--- config.mk ---
export PLATFORM = sky130hd
export DESIGN_NAME = neuromorphic_x1_wb_initiator
export DESIGN_NICKNAME = d
export VERILOG_FILES = /design/src/rtl/neuromorphic_x1_wb_initiator.sv
export SDC_FILE = /design/constraint.sdc
export NUM_CORES = 1
export LEC_CHECK = 0
export ABC_AREA = 1
export CAP_MARGIN = 25
export CORE_MARGIN = 2
export CORE_UTILIZATION = 43
export DETAILED_ROUTE_END_ITERATION = 6
export PLACE_DENSITY = 0.8
export SYNTH_ARGS = -nofsm -noshare
export SYNTH_HDL_FRONTEND = slang
export SYNTH_SLANG_ARGS = --single-unit
--- constraint.sdc ---
create_clock -name CLKin -period 2.4 [get_ports CLKin]
set_input_delay 0.48 -clock CLKin [delete_from_list [all_inputs] [get_ports CLKin]]
set_output_delay 0.48 -clock CLKin [all_outputs]
set_load 0.02 [all_outputs]
--- src/rtl/neuromorphic_x1_wb_initiator.sv ---
// Wishbone slave that turns bus cycles into NEUROMORPHIC_X1 macro EN/R_WB accesses,
// tracking pending-write occupancy and bounding each macro access with a timeout.
module neuromorphic_x1_wb_initiator #(
  parameter int          DEPTH       = 32,
  parameter int          TIMEOUT_CYC = 64,
  parameter logic [31:0] STATUS_ADR  = 32'h0000_0004
) (
  input  logic        CLKin,
  input  logic        RSTin,
  input  logic        wb_cyc_i,
  input  logic        wb_stb_i,
  input  logic        wb_we_i,
  input  logic [31:0] wb_adr_i,
  input  logic [31:0] wb_dat_i,
  input  logic [3:0]  wb_sel_i,
  output logic [31:0] wb_dat_o,
  output logic        wb_ack_o,
  output logic        wb_err_o,
  output logic        mac_en,
  output logic        mac_r_wb,
  output logic [31:0] mac_di,
  output logic [31:0] mac_ad,
  output logic [3:0]  mac_sel,
  input  logic [31:0] mac_do,
  input  logic        mac_func_ack,
  output logic [5:0]  pend_cnt
);

  localparam int TW = $clog2(TIMEOUT_CYC);

  typedef enum logic [2:0] {IDLE, STAT, WR_WAIT, RD_WAIT, ERR, RESP} state_t;

  state_t        state_q, state_d;
  logic [TW-1:0] tmo_q, tmo_d;
  logic [5:0]    pend_q, pend_d;
  logic [31:0]   dat_o_q, dat_o_d;
  logic          ack_q, ack_d;
  logic          err_q, err_d;
  logic          en_q, en_d;
  logic          r_wb_q, r_wb_d;
  logic [31:0]   di_q, di_d;
  logic [31:0]   ad_q, ad_d;
  logic [3:0]    sel_q, sel_d;

  always_comb begin
    state_d = state_q;
    tmo_d   = tmo_q;
    pend_d  = pend_q;
    dat_o_d = dat_o_q;
    ack_d   = 1'b0;
    err_d   = 1'b0;
    en_d    = en_q;
    r_wb_d  = r_wb_q;
    di_d    = di_q;
    ad_d    = ad_q;
    sel_d   = sel_q;

    case (state_q)
      IDLE: begin
        if (wb_cyc_i && wb_stb_i) begin
          tmo_d = '0;
          if (wb_adr_i[7:0] == STATUS_ADR[7:0]) begin
            state_d = STAT;
          end else if ((wb_we_i && (pend_q == 6'(DEPTH))) || (!wb_we_i && (pend_q == 6'd0))) begin
            state_d = ERR;
          end else begin
            en_d    = 1'b1;
            r_wb_d  = !wb_we_i;
            ad_d    = wb_adr_i;
            sel_d   = wb_sel_i;
            di_d    = wb_we_i ? wb_dat_i : 32'd0;
            state_d = wb_we_i ? WR_WAIT : RD_WAIT;
          end
        end
      end

      STAT: begin
        ack_d   = 1'b1;
        dat_o_d = {26'd0, pend_q};
        state_d = RESP;
      end

      ERR: begin
        err_d   = 1'b1;
        state_d = RESP;
      end

      // An abandoned bus cycle aborts silently; a macro ack beats a simultaneous timeout.
      WR_WAIT, RD_WAIT: begin
        if (!wb_cyc_i) begin
          en_d    = 1'b0;
          state_d = IDLE;
        end else if (mac_func_ack) begin
          en_d    = 1'b0;
          ack_d   = 1'b1;
          state_d = RESP;
          if (state_q == WR_WAIT) begin
            if (pend_q != 6'(DEPTH)) pend_d = pend_q + 6'd1;
          end else begin
            dat_o_d = mac_do;
            if (pend_q != 6'd0) pend_d = pend_q - 6'd1;
          end
        end else if (tmo_q == TW'(TIMEOUT_CYC - 1)) begin
          en_d    = 1'b0;
          err_d   = 1'b1;
          state_d = RESP;
        end else begin
          tmo_d = tmo_q + TW'(1);
        end
      end

      RESP:    state_d = IDLE;
      default: state_d = IDLE;
    endcase
  end

  always_ff @(posedge CLKin) begin
    if (RSTin) begin
      state_q <= IDLE;
      tmo_q   <= '0;
      pend_q  <= '0;
      dat_o_q <= '0;
      ack_q   <= 1'b0;
      err_q   <= 1'b0;
      en_q    <= 1'b0;
      r_wb_q  <= 1'b0;
      di_q    <= '0;
      ad_q    <= '0;
      sel_q   <= '0;
    end else begin
      state_q <= state_d;
      tmo_q   <= tmo_d;
      pend_q  <= pend_d;
      dat_o_q <= dat_o_d;
      ack_q   <= ack_d;
      err_q   <= err_d;
      en_q    <= en_d;
      r_wb_q  <= r_wb_d;
      di_q    <= di_d;
      ad_q    <= ad_d;
      sel_q   <= sel_d;
    end
  end

  assign wb_dat_o = dat_o_q;
  assign wb_ack_o = ack_q;
  assign wb_err_o = err_q;
  assign mac_en   = en_q;
  assign mac_r_wb = r_wb_q;
  assign mac_di   = di_q;
  assign mac_ad   = ad_q;
  assign mac_sel  = sel_q;
  assign pend_cnt = pend_q;

endmodule

Yosys cells after proc, flatten, opt, wreduce, memory -nomap -nowiden:

Index checks and enable logic that the tools add are counted.

* $add $sub $neg: 3
* equal/unequal tests: 18
* muxes and demuxes: 35
* bitwise operators: 2
* reductions and logical operators: 19

Operators by type and width (count)
* 2-to-1 mux 32 bit: 4
* case mux 32 bit (2 select lines): 1
* 2-to-1 mux 6 bit: 7
* 2-to-1 mux 3 bit: 6
* inequality test 2 bit (second input constant): 8
* AND reduction 5 bit: 3
* adder 6 x 1 -> 6 bit (second input constant): 2
* == test 6 bit (second input constant): 2
* 2-to-1 mux 1 bit: 12
* case mux 6 bit (2 select lines): 1
* case mux 3 bit (3 select lines): 1
* == test 8 x 3 -> 1 bit (second input constant): 1
* AND reduction 4 bit: 2
* == test 3 x 2 -> 1 bit (second input constant): 2
* zero test 6 bit: 1
* inequality test 6 bit (second input constant): 1
* case mux 1 bit (2 select lines): 3
* nonzero test 2 bit: 3
* nonzero test 6 bit: 1
* subtractor 6 x 1 -> 6 bit (second input constant): 1
* inequality test 4 bit (second input constant): 1
* OR reduction 2 bit: 2
* == test 3 x 1 -> 1 bit (second input constant): 1
* == test 3 bit (second input constant): 1
* 7 further kinds: 10

* register bits: 119
* output and inout port bits: 110

Logic depth before layout (Yosys ltp):

Gate-level depths: netlist of the first run.

* word-level depth: 7
* depth in mapped cells: 12

Least setup slack after synthesis of the first run:

No wires, ideal clock.

* kind: flip-flop to flip-flop
* start point: register state_q[1]
* end point: register pend_q[5], in the netlist pend_cnt[5]
* setup time: 0.112 ns
* arrival: 1.617 ns
* required time: 2.288 ns
* slack: 0.671 ns
* cell stages (with the launch flop): 13
* path buffers: 0
* clock period less this slack: 1.729 ns
* cell sequence: dfxtp_1 > inv_2 > nor2_1 > nand2_1 > ha_1 > nand2_1 > a21oi_1 > nor2_1 > nand2_1 > nand2_1 > nand2_1 > nor2_1 > nor2_1

* longest elaborated chain between the ends: 3

RTL lines
* from (decl): RTL line 33 `state_t state_q, state_d;`
* from (signal assigned): RTL line 131 `state_q <= state_d;`
* == test 3 x 2 -> 1 bit, on equally long branches: RTL line 58, 97
* inequality test 2 x 1 -> 1 bit (no line) (tied with other cells)
* AND reduction 5 bit (no line)
* to (signal assigned): RTL line 133 `pend_q <= pend_d;`
* to (decl): RTL line 35 `logic [5:0] pend_q, pend_d;`

Parallel ways exist; a longest one is shown, timed or not.
A chain may end at the register's enable or synchronous reset.

Final worst setup path of the first run:

* start point: register pend_q[5], in the netlist pend_cnt[5]
* end point: output port pend_cnt[5]

RTL lines
* to (decl): RTL line 26 `output logic [5:0] pend_cnt`

No word-level cell between the ends.

==> results of run 1 <==
## worst max path at each step
stage / start / end / slack (ps) / depth (start not counted)
floorplan: state_q[1] / pend_cnt[5] / 670 / 12
detailed placement: wb_cyc_i / mac_sel[1] / 180 / 7
global route: state_q[1] / pend_cnt[5] / 250 / 12
global placement: wb_cyc_i / mac_di[13] / 210 / 7
finish: pend_cnt[5] / pend_cnt[5] / 360 / 1
CTS: pend_cnt[5] / pend_cnt[5] / 340 / 1
## logic make-up (layout without fill, tap and decap cells)
family          count (synthesis)  count (layout)  share of synthesized area [%]
simple gates                  337             337                           28.9
compound gates                140             140                           13.8
flops                         119             119                           45.4
buf+inv                       117             327                           9.49
fa+ha+maj                       6               6                           1.57
xor+xnor                        5               5                          0.835
## flip-flops by register name, summed over array words and instances (netlist names)
name      flops
mac_ad       32
mac_di       32
wb_dat_o     32
pend_cnt      6
tmo_q         6
mac_sel       4
state_q       3
mac_en        1
mac_r_wb      1
wb_ack_o      1
wb_err_o      1
## worst min-delay path, cell delays in order, from the launching register on
cell	delay, ps
dfxtp_1	310
inv_1	40
a21oi_1	50
## through the flow
step | cell area, sq um | power [W] | instances
final | 8120 | 0.00563 | 1081
after floorplan | 5250 | 0.00258 | 724
after global placement | 7500 | 0.00299 | 1050
after CTS | 8120 | 0.00566 | 1081
after global routing | 8120 | 0.00584 | 1081
after detailed placement | 7500 | 0.00299 | 1050
## synthesized netlist by cell type, drive strengths merged
master and n:
nand2 202, dfxtp 119, a21oi 106, nand4 72, inv 65, nor2 45
clkbuf 28, o21ai 27, buf 24, nand3 13, a31oi 6, ha 5
xor2 3, and3 2, xnor2 2, a21o 1, fa 1, nand3b 1
nor3 1, nor3b 1
## power breakdown
group / switching (W) / total [W] / internal (W)
registers: 0.0000491 / 0.00211 / 0.00206
clock network: 0.000885 / 0.00267 / 0.00179
logic: 0.000440 / 0.000842 / 0.000402
## layer usage
metal / share of wire [%] / vias to the layer above / track usage, %
met5: 0 / - / 0
met4: 2.3 / 0 / 10.0
met3: 5.3 / 28 / 5.56
met2: 49 / 170 / 39.3
met1: 44 / 2537 / 30.8
li1: - / 2797 / -
## cell type report
cell class / count / area, sq um
Inverter: 65 / 244
Fill cell: 1026 / 3840
Tap cell: 147 / 184
Clock buffer: 23 / 508
Multi-Input combinational cell: 488 / 2370
Timing Repair Buffer: 231 / 2320
Clock inverter: 8 / 118
Sequential cell: 119 / 2380
==> results.cfg, run 1 <==
[critical_path]
r2r_cells = 12
cp_max_fo = 6
r2r-end = pend_cnt[5]
cp-end-kind = output port
rrSetupSlack_ps = 460
crit_required_ps = 1920
worstSetupStartpointType = flop
r2r-start = state_q[1]
worstPathBufferInverterCount = 1
path_class = reg2out
path_cells = clkdlybuf4s50_1
cp_slowest_stage_delay_ps = 670
cp.arrival_ps = 1560
cpMaxStageDelayCell = clkdlybuf4s50_1
critPathTopFamily = buffers and inverters

[timing]
rsz0062_at_grt = false
worst_slew_pin_slew_ps = 469
slew_headroom_pct = 68.7
clock_skew_ps = 7.33
hold_viol = 0
worst_slack_ps = 360
finalHoldWorstSlack_ps = 449
final.setup.tns_ps = 0
period_share_pct = 85.0
setup_viol_count_final = 0
finalMaxSlewViolations = 0
period_minus_slack_ps = 2040
max_freq_mhz = 490

[finish]
final_cell_mix = 214 x clkdlybuf4s50_1, 194 x nand2_1, 119 x dfxtp_1
drive_gt1_share_pct = 6.96
syn_to_final_growth_pct = 54.8
n_antenna_cell = 0
final_common_cell = clkdlybuf4s50_1
final_core_util_pct = 67.9
nets = 1034

[min_path]
min_path_cells = 2
worstHoldStart = mac_en
min-delay-path-class = reg2reg
hold-path-endpoint = mac_en

[cts]
cts_max_level = 4
post_cts_resized = 0
path_clk_slew_ps = 50
hold_buffers = 0
cts_buffers = 17
worstSkewPairLatency_ps = 410
cts_tree = done
postCtsSetupRepairBufs = 0
clockRootBuffer = clkbuf_16
clk_path_buf_depth = 2
clock_sinks = 119

[synth]
synth_top_area_share_pct = 45.4
syn-num-nets = 836
synth.avg_cell_area_sq_um = 7.25
ys_top_cells_by_area = dfxtp_1 45%, nand2_1 14%, a21oi_1 10%, nand4_1 8.6%, inv_1 4.4%
synth_cells = 724
synth-seq-cells = 119
synth-seq-area-share_pct = 45.4
ys_types = 29
yosysWarnings = 0
synth_area_leader_cell = dfxtp_1
mappedNetlistArea_sq_mm = 0.00525

[place]
dpl_worst_slack_ps = 180
finalWeightedCongestion = 0.846
place_hpwl_um = 10400
io_buffers = 215

[routing]
num_vias = 5532
drtIter0Drc = 517
first_pass_iters = 4
wl_per_cell_um = 14.6
wl_um = 15800
drc = 0
drtAntennaViolNets = 0
via_per_inst = 5.12

[power_and_ir_drop]
peakVddDrop_uv = 524
power_density_mw_per_mm2 = 693
power_leakage_nw = 3.21

[global_routing]
grt_max_degree = 93
grtUsageTotal_pct = 24.1
antenna_found_initial = 0
grt_pass1_vias = 5185
grt_pass1_wl_um = 25300
grt_overflow = 0

[flow_run]
max_cap_violations = 0

[floorplanning]
fp.dieH_um = 114
row_count = 40
die_w_um = 114
initial_utilization_pct = 43.9
core_sq_mm = 0.0120
ios = 216
die-area_sq_mm = 0.0131

[outcome]
status = finished, final reports clean
(Power assumes the default switching activity.)
==> run 2, diff against run 1 <==
clock period = 1.95 ns   (was 2.4 ns; I/O delays follow)
==> results.cfg, run 2 (synthesis results as in run 1) <==
[finish]
drive_gt1_share_pct = 7.85
final_core_util_pct = 68.5
n_antenna_cell = 0
fin_cells = 1090
final_cell_mix = 212 x clkdlybuf4s50_1, 193 x nand2_1, 119 x dfxtp_1
postLayoutCellArea_sq_mm = 0.00819
nets = 1042
syn_to_final_growth_pct = 56.1
final_common_cell = clkdlybuf4s50_1

[routing]
first_pass_iters = 5
wl_um = 15600
wl_per_cell_um = 14.3
drtAntennaViolNets = 0
drc = 0
via_per_inst = 5.12
num_vias = 5586
drtIter0Drc = 565

[critical_path]
crit_required_ps = 1560
cpMaxStageDelayCell = clkdlybuf4s50_1
cp_max_fo = 5
cp.arrival_ps = 1470
worstPathBufferInverterCount = 1
worstSetupStartpointType = flop
cp_slowest_stage_delay_ps = 640
path_class = reg2out
critPathTopFamily = buffers and inverters
path_cells = clkdlybuf4s50_1
cp-end-kind = output port

[place]
finalWeightedCongestion = 0.858
io_buffers = 215
dpl_worst_slack_ps = 39.4
place_hpwl_um = 10400
placedCellCount = 1058
placed_area_sq_mm = 0.00758

[timing]
period_share_pct = 95.6
worst_slew_pin_slew_ps = 421
finalHoldWorstSlack_ps = 208
max_freq_mhz = 536
clock_skew_ps = 5.68
hold_viol = 0
slew_headroom_pct = 72.0
setup_viol_count_final = 0
finalMaxSlewViolations = 0
worst_slack_ps = 85.4
period_minus_slack_ps = 1860

[cts]
clockRootBuffer = clkbuf_16
path_clk_slew_ps = 50
post_cts_resized = 0
worstSkewPairLatency_ps = 410
cts_tree = done
clock_sinks = 119
clk_path_buf_depth = 2
cts_buffers = 17
postCtsSetupRepairBufs = 0
hold_buffers = 0
cts_max_level = 4

[global_routing]
grtUsageTotal_pct = 23.4
grt_pass1_wl_um = 24400
grt_overflow = 0
antenna_found_initial = 0
grt_pass1_vias = 4912
grt_max_degree = 92

[floorplanning]
core_sq_mm = 0.0120
row_count = 40
ios = 216
fp.dieH_um = 114
die_w_um = 114
initial_utilization_pct = 43.9
die-area_sq_mm = 0.0131

[flow_run]
max_cap_violations = 0

[power_and_ir_drop]
peakVddDrop_uv = 520
power_leakage_nw = 3.28
power_density_mw_per_mm2 = 831

[outcome]
status = finished, final reports clean

[min_path]
min-delay-path-class = in2reg
[run 2: worst reg2reg max path, delay by kind of cell, from the launching register on]
family / cells / cell delay (ps)
compound gates: 1 / 210
xor+xnor: 1 / 150
fa+ha+maj: 1 / 330
buf+inv: 1 / 40
flops: 1 / 340
simple gates: 5 / 550
[run 2: final cells by class]
class / instances / area (sq um)
repair buffers: 239 / 2410
clock inverters: 10 / 125
clock buffers: 22 / 474
well taps: 147 / 184
flip-flops and latches: 119 / 2380
inverters: 65 / 244
fillers: 996 / 3770
multi-input cells: 488 / 2370
[run 2: report_power, final]
group / leakage (nW) / total [W] / switching [W] / internal, W
Clock: 0.303 / 0.00316 / 0.00107 / 0.00209
Sequential: 0.964 / 0.00260 / 0.0000580 / 0.00254
Combinational: 2.02 / 0.00105 / 0.000543 / 0.000507
[run 2: through the flow]
step                      power [W]  setup TNS (ps)
after detailed placement    0.00369               0
after floorplan             0.00318               0
after global routing        0.00709           -29.8
after global placement      0.00369               0
after CTS                   0.00686               0
final                       0.00681               0
[run 2: routing by layer]
layer,track usage (%),wire length (um),up-vias
li1,-,-,2810
met1,29.4,6630,2568
met2,38.0,7750,186
met3,5.88,892,22
met4,10.2,312,0
met5,0,0,-
[run 2: path summary, 6_finish.rpt]
kind	from	to	slack, ps	cells past startpoint
max	pend_cnt[3]	pend_cnt[3]	90	1
min	RSTin	pend_cnt[2]	210	2
min reg2reg	mac_en	mac_en	450	2
max reg2reg	state_q[1]	pend_cnt[3]	220	9
==> run 3, diff against run 2 <==
MAX_ROUTING_LAYER = met4   (was default)
==> results.cfg, run 3 (synthesis results as in run 1) <==
[outcome]
status = finished, final reports clean

[routing]
drtAntennaViolNets = 0
drtIter0Drc = 580
via_per_inst = 5.11
num_vias = 5573
wl_um = 15600
drc = 0
wl_per_cell_um = 14.3
first_pass_iters = 5

[cts]
worstSkewPairLatency_ps = 400
clockRootBuffer = clkbuf_16
cts_tree = done
clk_path_buf_depth = 2
clock_sinks = 119
cts_max_level = 4
cts_buffers = 17
path_clk_slew_ps = 50

[power_and_ir_drop]
power_density_mw_per_mm2 = 831
switchingPower_w = 0.00167
peakVddDrop_uv = 521
p_sw_share_pct = 24.5
pwr-share-comb_pct = 15.4
p_seq_share_pct = 38.2
power_leakage_nw = 3.28
internal_power_w = 0.00514
p_clk_share_pct = 46.4

[floorplanning]
row_count = 40
die-area_sq_mm = 0.0131
initial_utilization_pct = 43.9
core_sq_mm = 0.0120
die_w_um = 114
fp.dieH_um = 114
ios = 216

[flow_run]
max_cap_violations = 0

[finish]
regArea_sq_mm = 0.00238
syn_to_final_growth_pct = 56.1
nets = 1042
fillers = 996
n_antenna_cell = 0
fin_cells = 1090
final_cell_mix = 212 x clkdlybuf4s50_1, 193 x nand2_1, 119 x dfxtp_1
multiInputGateArea_sq_mm = 0.00237
drive_gt1_share_pct = 7.85
final_common_cell = clkdlybuf4s50_1

[timing]
final.setup.tns_ps = 0
finalMaxSlewViolations = 0
period_share_pct = 95.7
slew_headroom_pct = 70.6
period_minus_slack_ps = 1870
max_freq_mhz = 536
clock_skew_ps = 6.44
hold_viol = 0
setup_viol_count_final = 0
worst_slew_pin_slew_ps = 442

[place]
io_buffers = 215
place_hpwl_um = 10400
placedCellCount = 1058
finalWeightedCongestion = 0.871

[critical_path]
worstPathBufferInverterCount = 1
r2r-start = state_q[1]
cp_max_fo = 5
cp_slowest_stage_delay_ps = 640
cp.arrival_ps = 1480
cpMaxStageDelayCell = clkdlybuf4s50_1
r2r_cells = 11
crit_required_ps = 1560
critPathTopFamily = buffers and inverters
rrSetupSlack_ps = 220
r2r-end = pend_cnt[5]
path_class = reg2out
path_cells = clkdlybuf4s50_1
worstSetupStartpointType = flop
cp-end-kind = output port

[min_path]
hold-path-endpoint = pend_cnt[2]
min-delay-path-class = in2reg
min_path_cells = 2
worstHoldStart = RSTin

[global_routing]
grt_pass1_vias = 4914
grt_pass1_wl_um = 24500
grt_overflow = 0
grtUsageTotal_pct = 24.2
grt_max_degree = 92
antenna_found_initial = 0
run 3: cell counts in the layout (fill, tap and decap cells not counted):
No cell type changed its count.
run 3: layout make-up:
class / count / area share (%)
Multi-Input combinational cell: 488 / 29.0
Timing Repair Buffer: 239 / 29.4
Clock inverter: 10 / 1.53
Clock buffer: 22 / 5.79
Tap cell: 147 / 2.25
Sequential cell: 119 / 29.1
Inverter: 65 / 2.98
run 3: worst max path at each step:
stage / start / to / slack, ps / cells after the start
finish: pend_cnt[3] / pend_cnt[3] / 80 / 1
global route: state_q[1] / pend_cnt[5] / -20 / 12
CTS: pend_cnt[5] / pend_cnt[5] / 20 / 1
detailed placement: wb_adr_i[0] / mac_ad[2] / 40 / 8
global placement: wb_adr_i[0] / mac_di[22] / 60 / 8
floorplan: state_q[1] / pend_cnt[5] / 220 / 12
run 3: metal layers:
| layer | vias up | wire length (um) | track usage, % |
|---|---|---|---|
| met5 | - | 0 | - |
| met4 | 0 | 334 | 9.84 |
| met3 | 26 | 792 | 5.72 |
| met2 | 165 | 7670 | 38.0 |
| met1 | 2573 | 6800 | 30.0 |
| li1 | 2809 | - | - |
run 3: stage by stage:
step | area, sq um | total power [W] | setup WS [ps] | utilization, % | hold slack [ps]
detailed placement | 7580 | 0.00369 | 39.4 | 63.4 | 440
CTS | 8180 | 0.00686 | 22.8 | 68.4 | 190
global placement | 7580 | 0.00369 | 59.8 | 63.4 | 437
global route | 8190 | 0.00709 | -20.7 | 68.5 | 194
floorplan | 5250 | 0.00318 | 221 | - | 470
finish | 8190 | 0.00681 | 83.4 | 68.5 | 206
run 3: power by group through the flow:
| stage | clock network (W) | registers [W] | logic, W |
|---|---|---|---|
| 3_3_place_gp | 0 | 0.00265 | 0.00104 |
| 2_1_floorplan | 0 | 0.00276 | 0.000416 |
| 5_1_grt | 0.00334 | 0.00261 | 0.00114 |
| 6_report | 0.00316 | 0.00260 | 0.00105 |
| 4_1_cts | 0.00321 | 0.00260 | 0.00105 |
| 3_5_place_dp | 0 | 0.00265 | 0.00105 |
run 3: repair_timing:
item / in CTS / in global routing
hold buffers: 0 / 0
endpoints found under the setup margin: 0 / 3
endpoints found under the hold margin: 0 / 0
resized for setup: 0 / 4
setup buffers: 0 / 0
